**config.mk**
```make
export PLATFORM = sky130hd
export DESIGN_NAME = la_cmd_slave
export DESIGN_NICKNAME = d
export VERILOG_FILES = /design/src/rtl/la_cmd_slave.sv
export SDC_FILE = /design/constraint.sdc
export NUM_CORES = 1
export LEC_CHECK = 0
export ABC_AREA = 1
export CAP_MARGIN = 5
export CORE_UTILIZATION = 42
export DETAILED_ROUTE_END_ITERATION = 16
export MAX_ROUTING_LAYER = met4
export SETUP_SLACK_MARGIN = 0.5
export SYNTH_ARGS = -nofsm -noshare
export SYNTH_HDL_FRONTEND = slang
export SYNTH_SLANG_ARGS = --single-unit
```
**constraint.sdc**
```tcl
create_clock -name clk -period 1.9 [get_ports clk]
set_input_delay 0.475 -clock clk [delete_from_list [all_inputs] [get_ports clk]]
set_output_delay 0.475 -clock clk [all_outputs]
set_load 0.005 [all_outputs]
```
**src/rtl/la_cmd_slave.sv**
```systemverilog
// la_cmd_slave: device-side UART command endpoint of the logic analyzer.
// Two received 8N1 bytes (high byte first) form one 16-bit command for the
// command processor; 8-bit responses are serialised back to the host.
// The RX and TX paths share no state and run full duplex.
module la_cmd_slave #(
  parameter int BAUD_DIV = 868,
  parameter int TIMEOUT  = 2000000
) (
  input  logic        clk,
  input  logic        rst,
  input  logic        RX,
  output logic        TX,
  output logic [15:0] cmd,
  output logic        cmd_rdy,
  input  logic        clr_cmd_rdy,
  input  logic [7:0]  resp,
  input  logic        send_resp,
  output logic        tx_busy,
  output logic        resp_sent,
  output logic        frm_err
);

  localparam int CW = 16;
  localparam int TW = $clog2(TIMEOUT + 1);
  localparam logic [CW-1:0] BAUD_FULL = CW'(BAUD_DIV);
  localparam logic [CW-1:0] BAUD_HALF = CW'(BAUD_DIV / 2);
  localparam logic [CW-1:0] CNT_ONE   = 16'd1;
  localparam logic [TW-1:0] TO_LAST   = TW'(TIMEOUT - 1);
  localparam logic [TW-1:0] TO_ONE    = TW'(1);
  localparam logic [TW-1:0] TO_ZERO   = TW'(0);

  typedef enum logic [1:0] {
    RX_IDLE  = 2'd0,
    RX_START = 2'd1,
    RX_DATA  = 2'd2,
    RX_STOP  = 2'd3
  } rx_state_t;

  typedef enum logic {AS_WAIT_HI = 1'b0, AS_WAIT_LO = 1'b1} as_state_t;
  typedef enum logic {TX_IDLE = 1'b0, TX_SHIFT = 1'b1} tx_state_t;

  // RX path signals
  logic            rx_meta_r, rx_sync_r, rx_prev_r;
  rx_state_t       rx_state_r, rx_next_s;
  logic [CW-1:0]   rx_cnt_r;
  logic [2:0]      rx_bits_r;
  logic [7:0]      rx_shift_r;
  logic            byte_vld_r, byte_vld_d;
  logic            frm_err_r, frm_err_d;
  logic            rx_fall_s, rx_tick_s;

  // Command assembly signals
  as_state_t       as_state_r, as_next_s;
  logic [7:0]      hi_byte_r;
  logic [TW-1:0]   to_cnt_r;
  logic            to_expire_s;
  logic [15:0]     cmd_r, cmd_d;
  logic            cmd_rdy_r, cmd_rdy_d;

  // TX path signals
  tx_state_t       tx_state_r, tx_next_s;
  logic [9:0]      tx_shift_r;
  logic [CW-1:0]   tx_cnt_r;
  logic [3:0]      tx_bit_r;
  logic            tx_busy_r, tx_busy_d;
  logic            resp_sent_r, resp_sent_d;
  logic            tx_tick_s, tx_last_s;

  assign rx_fall_s   = rx_prev_r & ~rx_sync_r;
  assign rx_tick_s   = (rx_cnt_r == CNT_ONE);
  assign to_expire_s = (as_state_r == AS_WAIT_LO) && (rx_state_r == RX_IDLE) && (to_cnt_r == TO_LAST);
  assign tx_tick_s   = (tx_cnt_r == CNT_ONE);
  assign tx_last_s   = tx_tick_s && (tx_bit_r == 4'd9);

  assign TX        = tx_shift_r[0];
  assign cmd       = cmd_r;
  assign cmd_rdy   = cmd_rdy_r;
  assign tx_busy   = tx_busy_r;
  assign resp_sent = resp_sent_r;
  assign frm_err   = frm_err_r;

  // Two-flop RX synchroniser plus one history flop for falling-edge detection
  always_ff @(posedge clk) begin
    if (rst) begin
      rx_meta_r <= 1'b1;
      rx_sync_r <= 1'b1;
      rx_prev_r <= 1'b1;
    end else begin
      rx_meta_r <= RX;
      rx_sync_r <= rx_meta_r;
      rx_prev_r <= rx_sync_r;
    end
  end

  // RX state register, bit-time counter and data shift register
  always_ff @(posedge clk) begin
    if (rst) begin
      rx_state_r <= RX_IDLE;
      rx_cnt_r   <= BAUD_HALF;
      rx_bits_r  <= 3'd0;
      rx_shift_r <= 8'h00;
      byte_vld_r <= 1'b0;
      frm_err_r  <= 1'b0;
    end else begin
      rx_state_r <= rx_next_s;
      byte_vld_r <= byte_vld_d;
      frm_err_r  <= frm_err_d;
      if (rx_state_r == RX_IDLE) begin
        // Half a bit first so later samples land mid-bit
        rx_cnt_r  <= BAUD_HALF;
        rx_bits_r <= 3'd0;
      end else if (rx_tick_s) begin
        rx_cnt_r <= BAUD_FULL;
        if (rx_state_r == RX_DATA) begin
          rx_shift_r <= {rx_sync_r, rx_shift_r[7:1]};
          rx_bits_r  <= rx_bits_r + 3'd1;
        end
      end else begin
        rx_cnt_r <= rx_cnt_r - CNT_ONE;
      end
    end
  end

  // RX next-state: start detect, glitch reject, 8 data samples, stop sample
  always_comb begin
    rx_next_s = rx_state_r;
    case (rx_state_r)
      RX_IDLE:  if (rx_fall_s) rx_next_s = RX_START; else rx_next_s = RX_IDLE;
      RX_START: if (rx_tick_s) rx_next_s = rx_sync_r ? RX_IDLE : RX_DATA; else rx_next_s = RX_START;
      RX_DATA:  if (rx_tick_s && (rx_bits_r == 3'd7)) rx_next_s = RX_STOP; else rx_next_s = RX_DATA;
      RX_STOP:  if (rx_tick_s) rx_next_s = RX_IDLE; else rx_next_s = RX_STOP;
      default:  rx_next_s = RX_IDLE;
    endcase
  end

  // RX outputs: byte-valid or framing-error strobe at the stop-bit sample
  always_comb begin
    byte_vld_d = 1'b0;
    frm_err_d  = 1'b0;
    if ((rx_state_r == RX_STOP) && rx_tick_s) begin
      byte_vld_d = rx_sync_r;
      frm_err_d  = ~rx_sync_r;
    end else begin
      byte_vld_d = 1'b0;
      frm_err_d  = 1'b0;
    end
  end

  // Assembly state, held high byte, inter-byte timeout and command registers
  always_ff @(posedge clk) begin
    if (rst) begin
      as_state_r <= AS_WAIT_HI;
      hi_byte_r  <= 8'h00;
      to_cnt_r   <= TO_ZERO;
      cmd_r      <= 16'h0000;
      cmd_rdy_r  <= 1'b0;
    end else begin
      as_state_r <= as_next_s;
      cmd_r      <= cmd_d;
      cmd_rdy_r  <= cmd_rdy_d;
      if (as_state_r == AS_WAIT_HI) begin
        to_cnt_r <= TO_ZERO;
        if (byte_vld_r) hi_byte_r <= rx_shift_r;
      end else if (rx_state_r == RX_IDLE) begin
        // Only line-idle time counts; a frame in progress holds the count
        to_cnt_r <= to_cnt_r + TO_ONE;
      end
    end
  end

  // Assembly next-state: low byte, framing error or timeout all end WAIT_LO
  always_comb begin
    as_next_s = as_state_r;
    case (as_state_r)
      AS_WAIT_HI: if (byte_vld_r) as_next_s = AS_WAIT_LO; else as_next_s = AS_WAIT_HI;
      AS_WAIT_LO: if (byte_vld_r || frm_err_r || to_expire_s) as_next_s = AS_WAIT_HI;
                  else as_next_s = AS_WAIT_LO;
      default:    as_next_s = AS_WAIT_HI;
    endcase
  end

  // Assembly outputs: whole-command update; a completing command beats a clear
  always_comb begin
    cmd_d     = cmd_r;
    cmd_rdy_d = cmd_rdy_r;
    if ((as_state_r == AS_WAIT_LO) && byte_vld_r) begin
      cmd_d     = {hi_byte_r, rx_shift_r};
      cmd_rdy_d = 1'b1;
    end else if (clr_cmd_rdy || ((as_state_r == AS_WAIT_HI) && byte_vld_r)) begin
      cmd_rdy_d = 1'b0;
    end else begin
      cmd_rdy_d = cmd_rdy_r;
    end
  end

  // TX state register, frame shift register (bit 0 drives TX) and counters
  always_ff @(posedge clk) begin
    if (rst) begin
      tx_state_r  <= TX_IDLE;
      tx_shift_r  <= 10'h3FF;
      tx_cnt_r    <= BAUD_FULL;
      tx_bit_r    <= 4'd0;
      tx_busy_r   <= 1'b0;
      resp_sent_r <= 1'b0;
    end else begin
      tx_state_r  <= tx_next_s;
      tx_busy_r   <= tx_busy_d;
      resp_sent_r <= resp_sent_d;
      if (tx_state_r == TX_IDLE) begin
        if (send_resp) tx_shift_r <= {1'b1, resp, 1'b0};
        else           tx_shift_r <= 10'h3FF;
        tx_cnt_r <= BAUD_FULL;
        tx_bit_r <= 4'd0;
      end else if (tx_tick_s) begin
        // Ones shift in behind the frame, so the line is high once it ends
        tx_shift_r <= {1'b1, tx_shift_r[9:1]};
        tx_cnt_r   <= BAUD_FULL;
        tx_bit_r   <= tx_bit_r + 4'd1;
      end else begin
        tx_cnt_r <= tx_cnt_r - CNT_ONE;
      end
    end
  end

  // TX next-state: start on request when idle, return after the stop bit
  always_comb begin
    tx_next_s = tx_state_r;
    case (tx_state_r)
      TX_IDLE:  if (send_resp) tx_next_s = TX_SHIFT; else tx_next_s = TX_IDLE;
      TX_SHIFT: if (tx_last_s) tx_next_s = TX_IDLE; else tx_next_s = TX_SHIFT;
      default:  tx_next_s = TX_IDLE;
    endcase
  end

  // TX outputs: busy for the whole frame, done pulse as the stop bit ends
  always_comb begin
    tx_busy_d   = 1'b0;
    resp_sent_d = 1'b0;
    case (tx_state_r)
      TX_IDLE:  if (send_resp) tx_busy_d = 1'b1; else tx_busy_d = 1'b0;
      TX_SHIFT: if (tx_last_s) begin
                  tx_busy_d   = 1'b0;
                  resp_sent_d = 1'b1;
                end else begin
                  tx_busy_d = 1'b1;
                end
      default:  tx_busy_d = 1'b0;
    endcase
  end

endmodule

```
==> metrics, run 1 <==
PortBufs=33; Clock Path Buffers=2; fill cell count=995; placed cell area=5510 µm²; Starting DRT DRC Count=236; CTS clk-pin slew, worst paths=0.07 ns; # DRC=0; # hold bufs at CTS=0; yosys warns=0; core area=11500 µm²; CTS sink cnt=112; largest net degree at the start of global routing=35; Netlist cell types=35; Die X=111 µm; Worst Setup End Kind=flop; RSZ-0062 raised after global routing=yes; Total Die Area=12300 µm²; overall routing resource usage=19.2%; ranking of synthesized cells by area=dfxtp_1 (45%), nand2_1 (8.8%), nor2_1 (8.4%), nand3_1 (5.5%), inv_1 (5.3%); flops & latches, synth=112; Max stage delay cell, worst path=dfxtp_2; Mapped Nets=695; startpoint type of the worst setup path=flop; placed insts=847; Skew-Pair Late Insertion Delay=0.36 ns; worst hold stages=1; WHS=0.423 ns; final hold vios=0; Post-synth EDFFs=0; R2R cell count=8; R2R setup slack=0.47 ns; H-tree levels=3; worst slew pin tran=0.429 ns; post-layout instance area=6700 µm²; clk_skew=0.00733 ns; DR WL/cell=12.8 µm; CTS buffer count=9; leakage=2.72 nW; setup violators final=0; VDD IR max=526 µV; Crit Path Max Fanout=5; Via Count=4552; Worst Hold Class=flop to flop; outcome=completed; Max-cap violations=0; Synth Flop Type=dfxtp_1; Post-Syn Instances=673; CTS tree=done; Die Y=111 µm; Vias/cell=5.00; grt ovf=0; final wirelength=11700 µm; vias in the first global route=4240; Initial Utilization=43.4%; first-pass GRT wire length=19000 µm; initial antenna violation count=0; Routed Antenna Nets=0; TNS Setup=0 ns; GP Congestion=0.806; Mean Syn Cell Area=7.39 µm²; # diodes=0; CP Class=flop to flop; I/O pins=34; Syn Std Cell Area=4980 µm²; cell taking the most area after synthesis=dfxtp_1; layout cells sized above 1=28.1%; worst relative slew slack=71.4%; Fmax=0.699 GHz; Final HPWL DP=7370 µm; 1st-pass router iterations=4; Final min period=1.43 ns; PD cells=716 nW/µm²; crit path cell chain=nor2_2 -> nand2_2 -> nor2_4 -> nand3_4 -> buf_6 -> buf_12 -> xor2_1 -> nor2_1; critical path arrival=1.68 ns; Yosys top cell area share=45.1%; Worst Path Required=2.15 ns; max incr delay on CP=0.37 ns; row cnt=39; nets=785; final design utilization=58.4%; post-synthesis sequential area ratio=45.1%; fraction of registers with async set/reset=0%; period utilization=75.3%; clock root buffer master=clkbuf_16; Slew Limit Fails=0; Syn-to-layout area delta=34.6%; Layout Cells excl Fill=911
## kinds of logic after synthesis
group / after synthesis / synth area share, %
simple gates: 342 / 31.4
compound gates: 103 / 11.1
flops: 112 / 45.1
xor+xnor: 15 / 2.64
fa+ha+maj: 9 / 2.26
buf+inv: 92 / 7.54
## cell usage after synthesis (9+ instances only)
cell type  count
nand2_1      116
dfxtp_1      112
nor2_1       111
inv_1         70
nand3_1       55
a21oi_1       45
o21ai_0       36
nor2_2        12
o21ai_1       11
nand4_1       10
buf_2          9
ha_1           9
nor3_1         9
xor2_1         9
## worst max-delay path, delay by kind of cell, from the launching register on
kind | cells | cell delay (ns)
xor+xnor | 1 | 0.12
simple gates | 5 | 0.58
buf+inv | 2 | 0.27
flops | 1 | 0.37
## through the flow
stage / power, mW / setup slack [ns]
after floorplan: 2.61 / 0.544
after global placement: 2.69 / 0.0956
after detailed placement: 2.69 / 0.0680
after CTS: 4.83 / 0.421
after global routing: 4.99 / 0.383
final: 4.80 / 0.470
## layout by cell type, fill, tap and decap left out, types with 5 or more instances in the layout
cell | netlist | final
inv_1 | 70 | 64
nor2_2 | 12 | 11
clkbuf_2 | 0 | 7
dfxtp_1 | 112 | 74
clkbuf_16 | 0 | 9
o21ai_0 | 36 | 35
inv_2 | 5 | 9
buf_4 | 1 | 48
nand3_1 | 55 | 50
dfxtp_2 | 0 | 35
nand4_1 | 10 | 10
clkdlybuf4s50_1 | 0 | 11
nand2_1 | 116 | 104
nor3_1 | 9 | 5
nor2_1 | 111 | 100
o22a_1 | 7 | 7
buf_12 | 0 | 6
nand2_2 | 8 | 12
xnor2_1 | 6 | 6
a21oi_1 | 45 | 44
clkdlybuf4s15_1 | 0 | 12
nand2_4 | 0 | 8
nor2_4 | 7 | 19
xor2_1 | 9 | 9
o21ai_2 | 0 | 9
## layer usage
metal  wire [µm]  vias up  share of wire [%]  global-route usage (%)
li1            -     2351                  -                       -
met1        5230     2120                 45                    23.3
met2        5920       65                 51                    31.6
met3         309       16                2.7                    4.05
met4         192        0                1.6                    6.84
met5           0        -                  0                       -
## repair_timing
item,in CTS,in global routing
buffers inserted,26,19
cloned,3,0
gates resized for setup,112,81
endpoints found under the setup margin,75,77
pin swaps,21,36
hold endpoints to repair,0,0
## cell type report
cell class | instances | area [µm²] | area share, %
tap | 143 | 179 | 2.67
clock inverter | 6 | 98.8 | 1.48
multi-input combinational | 469 | 2690 | 40.2
sequential | 112 | 2300 | 34.3
clock buffer | 10 | 229 | 3.42
timing repair buffer | 94 | 898 | 13.4
inverter | 77 | 304 | 4.54
## final timing paths
kind	from	endpoint
max	rx_cnt_r[6]	rx_bits_r[0]
min	rx_meta_r	rx_sync_r
max reg2reg	rx_cnt_r[6]	rx_bits_r[0]
min reg2reg	rx_meta_r	rx_sync_r
## where the power goes
part	switching (mW)	internal, mW	total (mW)
clock	0.915	1.18	2.10
sequential	0.0282	2.38	2.41
combinational	0.150	0.143	0.293
total	1.09	3.70	4.80
## state kept, by name (all words and copies together), names as in the netlist
name	count
rx_shift_r	8
frm_err	1
rx_cnt_r	16
hi_byte_r	8
rx_sync_r	1
to_cnt_r	21
resp_sent	1
byte_vld_r	1
cmd	16
as_state_r	1
rx_prev_r	1
tx_bit_r	4
rx_meta_r	1
tx_cnt_r	16
tx_shift_r	9
rx_bits_r	3
rx_state_r	2
tx_busy	1
cmd_rdy	1
(Power assumes the default switching activity.)
==> run 2, diff against run 1 <==
==> constraint.sdc (replaced) <==
create_clock -name clk -period 1.25 [get_ports clk]
set_input_delay 0.3125 -clock clk [delete_from_list [all_inputs] [get_ports clk]]
set_output_delay 0.3125 -clock clk [all_outputs]
set_load 0.005 [all_outputs]
==> run 2 against run 1 <==
  * The run now ends with setup timing left
  * First-iteration DRC count rose by 5.9%
  * Non-clock buffer count rose by 89
  * Final area rose by 23%
  * Sequential share of layout area fell by 6.4 points
  * Clock power rose by 36%
  * Worst setup slack got worse by 0.60 ns
  * Combinational power rose by 140%
  * Utilization rose by 14 points
  * Hold slack got worse by 0.19 ns
  * Global-route usage rose by 4.6 points
==> metrics, run 2 (same netlist as run 1, synthesis figures left out) <==
outcome=finished with violations; failing checks=setup timing; GP Congestion=0.808; final hold vios=0; Starting DRT DRC Count=250; crit path cell chain=inv_2 -> buf_6 -> ha_4 -> nand2_4 -> nor2_4 -> nand2_4 -> inv_4 -> nand2_2 -> or2_0 -> a21oi_1; leakage=3.44 nW; worst setup path startpoint=tx_cnt_r[1]; max reg flops=21; placed insts=931; Worst Path Required=1.54 ns; worst hold start=RX; layout cells sized above 1=52.8%; 1st-pass router iterations=4; worst slew pin tran=0.340 ns; crit-path most repeated cell=nand2_4; Final HPWL DP=8220 µm; CTS sink cnt=112; Max stage delay cell, worst path=dfxtp_2; Routed Antenna Nets=0; grt ovf=0; CTS tree=done; setup violators final=64; overall routing resource usage=23.8%; Layout Cells excl Fill=1011; I/O pins=34; Vias/cell=5.06; critical path arrival=1.67 ns; Clock Path Buffers=2; fill cell count=861; Die Y=111 µm; initial antenna violation count=0; Skew-Pair Late Insertion Delay=0.36 ns; period utilization=111%; Syn-to-layout area delta=66.3%; row cnt=39; H-tree levels=3; Final min period=1.38 ns; Total Die Area=12300 µm²; # diodes=0; CTS buffer count=9; PnR worst setup slack=-0.132 ns; Max-cap violations=0; Crit Path Max Fanout=3; clk_skew=0.00837 ns; # DRC=0; Fmax=0.723 GHz; Via Count=5114; RSZ-0062 raised after global routing=yes; VDD IR max=1390 µV; Worst Hold Class=input pin to flop; Worst Setup End Kind=flop; first-pass GRT wire length=23300 µm; max incr delay on CP=0.33 ns; Initial Utilization=43.4%; commonest cells after routing, fill and taps aside=buf_4 (102), nand2_1 (89), nor2_1 (80); worst relative slew slack=77.3%; Reg with most FFs=to_cnt_r; DR WL/cell=14.3 µm; clock root buffer master=clkbuf_16; largest net degree at the start of global routing=22; PD cells=871 nW/µm²; PortBufs=33; Slew Limit Fails=0; Reg-to-Reg Start=tx_cnt_r[1]; vias in the first global route=5126; nets=885; final wirelength=14500 µm; Tot Pwr=7.21 mW; CP Class=flop to flop; CTS clk-pin slew, worst paths=0.08 ns; Die X=111 µm; core area=11500 µm²; startpoint type of the worst setup path=flop; commonest non-fill, non-tap cell in the layout=buf_4
## run 2: changes by cell type in the layout (fill, tap and decap cells not counted), moves of 21 or more
cell	previous run	this run
buf_4	48	102
nand3_2	3	24
a21oi_2	1	25
a21oi_1	44	20
o21ai_0	35	1
buf_6	4	45
nand3_1	50	27
## run 2: critical path: cells and delay by family (launching register included)
kind                       cells  cell delay (ns)
and+or+nand+nor                5             0.50
DFF                            1             0.33
buffers and inverters          3             0.22
adders and majority gates      1             0.14
AOI/OAI and AO/OA              1             0.12
## run 2: per-stage QoR
step / instance area [µm²] / utilization, % / hold WS (ns) / TNS, ns / setup WS, ns
after floorplan: 5350 / - / 0.409 / -0.133 / -0.0129
after global placement: 6420 / 56.0 / 0.415 / -23.08 / -0.287
after detailed placement: 6420 / 56.0 / 0.417 / -25.07 / -0.322
after CTS: 7660 / 66.8 / 0.394 / -3.72 / -0.136
after global routing: 8270 / 72.2 / 0.232 / -10.53 / -0.227
final: 8270 / 72.2 / 0.235 / -4.60 / -0.132
## run 2: worst paths after layout
path | end | slack (ns) | cells past startpoint
setup / recovery | tx_cnt_r[14] | -0.13 | 10
hold reg to reg | rx_sync_r | 0.45 | 1
setup reg to reg | tx_cnt_r[14] | -0.13 | 10
hold / removal | rx_meta_r | 0.24 | 2
## run 2: timing repair
action                                  4_1_cts  5_1_grt
pin swaps                                    62       44
buffers inserted                             29       24
gates cloned                                 11        0
endpoints found under the setup margin      133      131
gates resized for setup                     307      101
hold buffers                                  0        0
## run 2: routing by layer
layer | routed length (µm) | GRT usage, %
met1 | 5860 | 27.2
met2 | 7930 | 41.7
met3 | 458 | 4.21
met4 | 218 | 8.53
met5 | 0 | -
## run 2: final cells by class
| cell class | instances | area, µm² | share of cell area (%) |
|---|---|---|---|
| tap | 143 | 179 | 2.16 |
| clock buffer | 10 | 239 | 2.89 |
| sequential | 112 | 2310 | 27.9 |
| timing repair buffer | 183 | 1590 | 19.2 |
| inverter | 77 | 370 | 4.48 |
| timing repair inverter | 9 | 113 | 1.36 |
| multi-input combinational | 471 | 3420 | 41.4 |
| clock inverter | 6 | 50.0 | 0.605 |
## run 2: report_power, final
group,internal [mW],switching (mW),leakage [nW]
Combinational,0.337,0.355,2.37
Clock,1.44,1.42,0.142
Sequential,3.61,0.0423,0.924
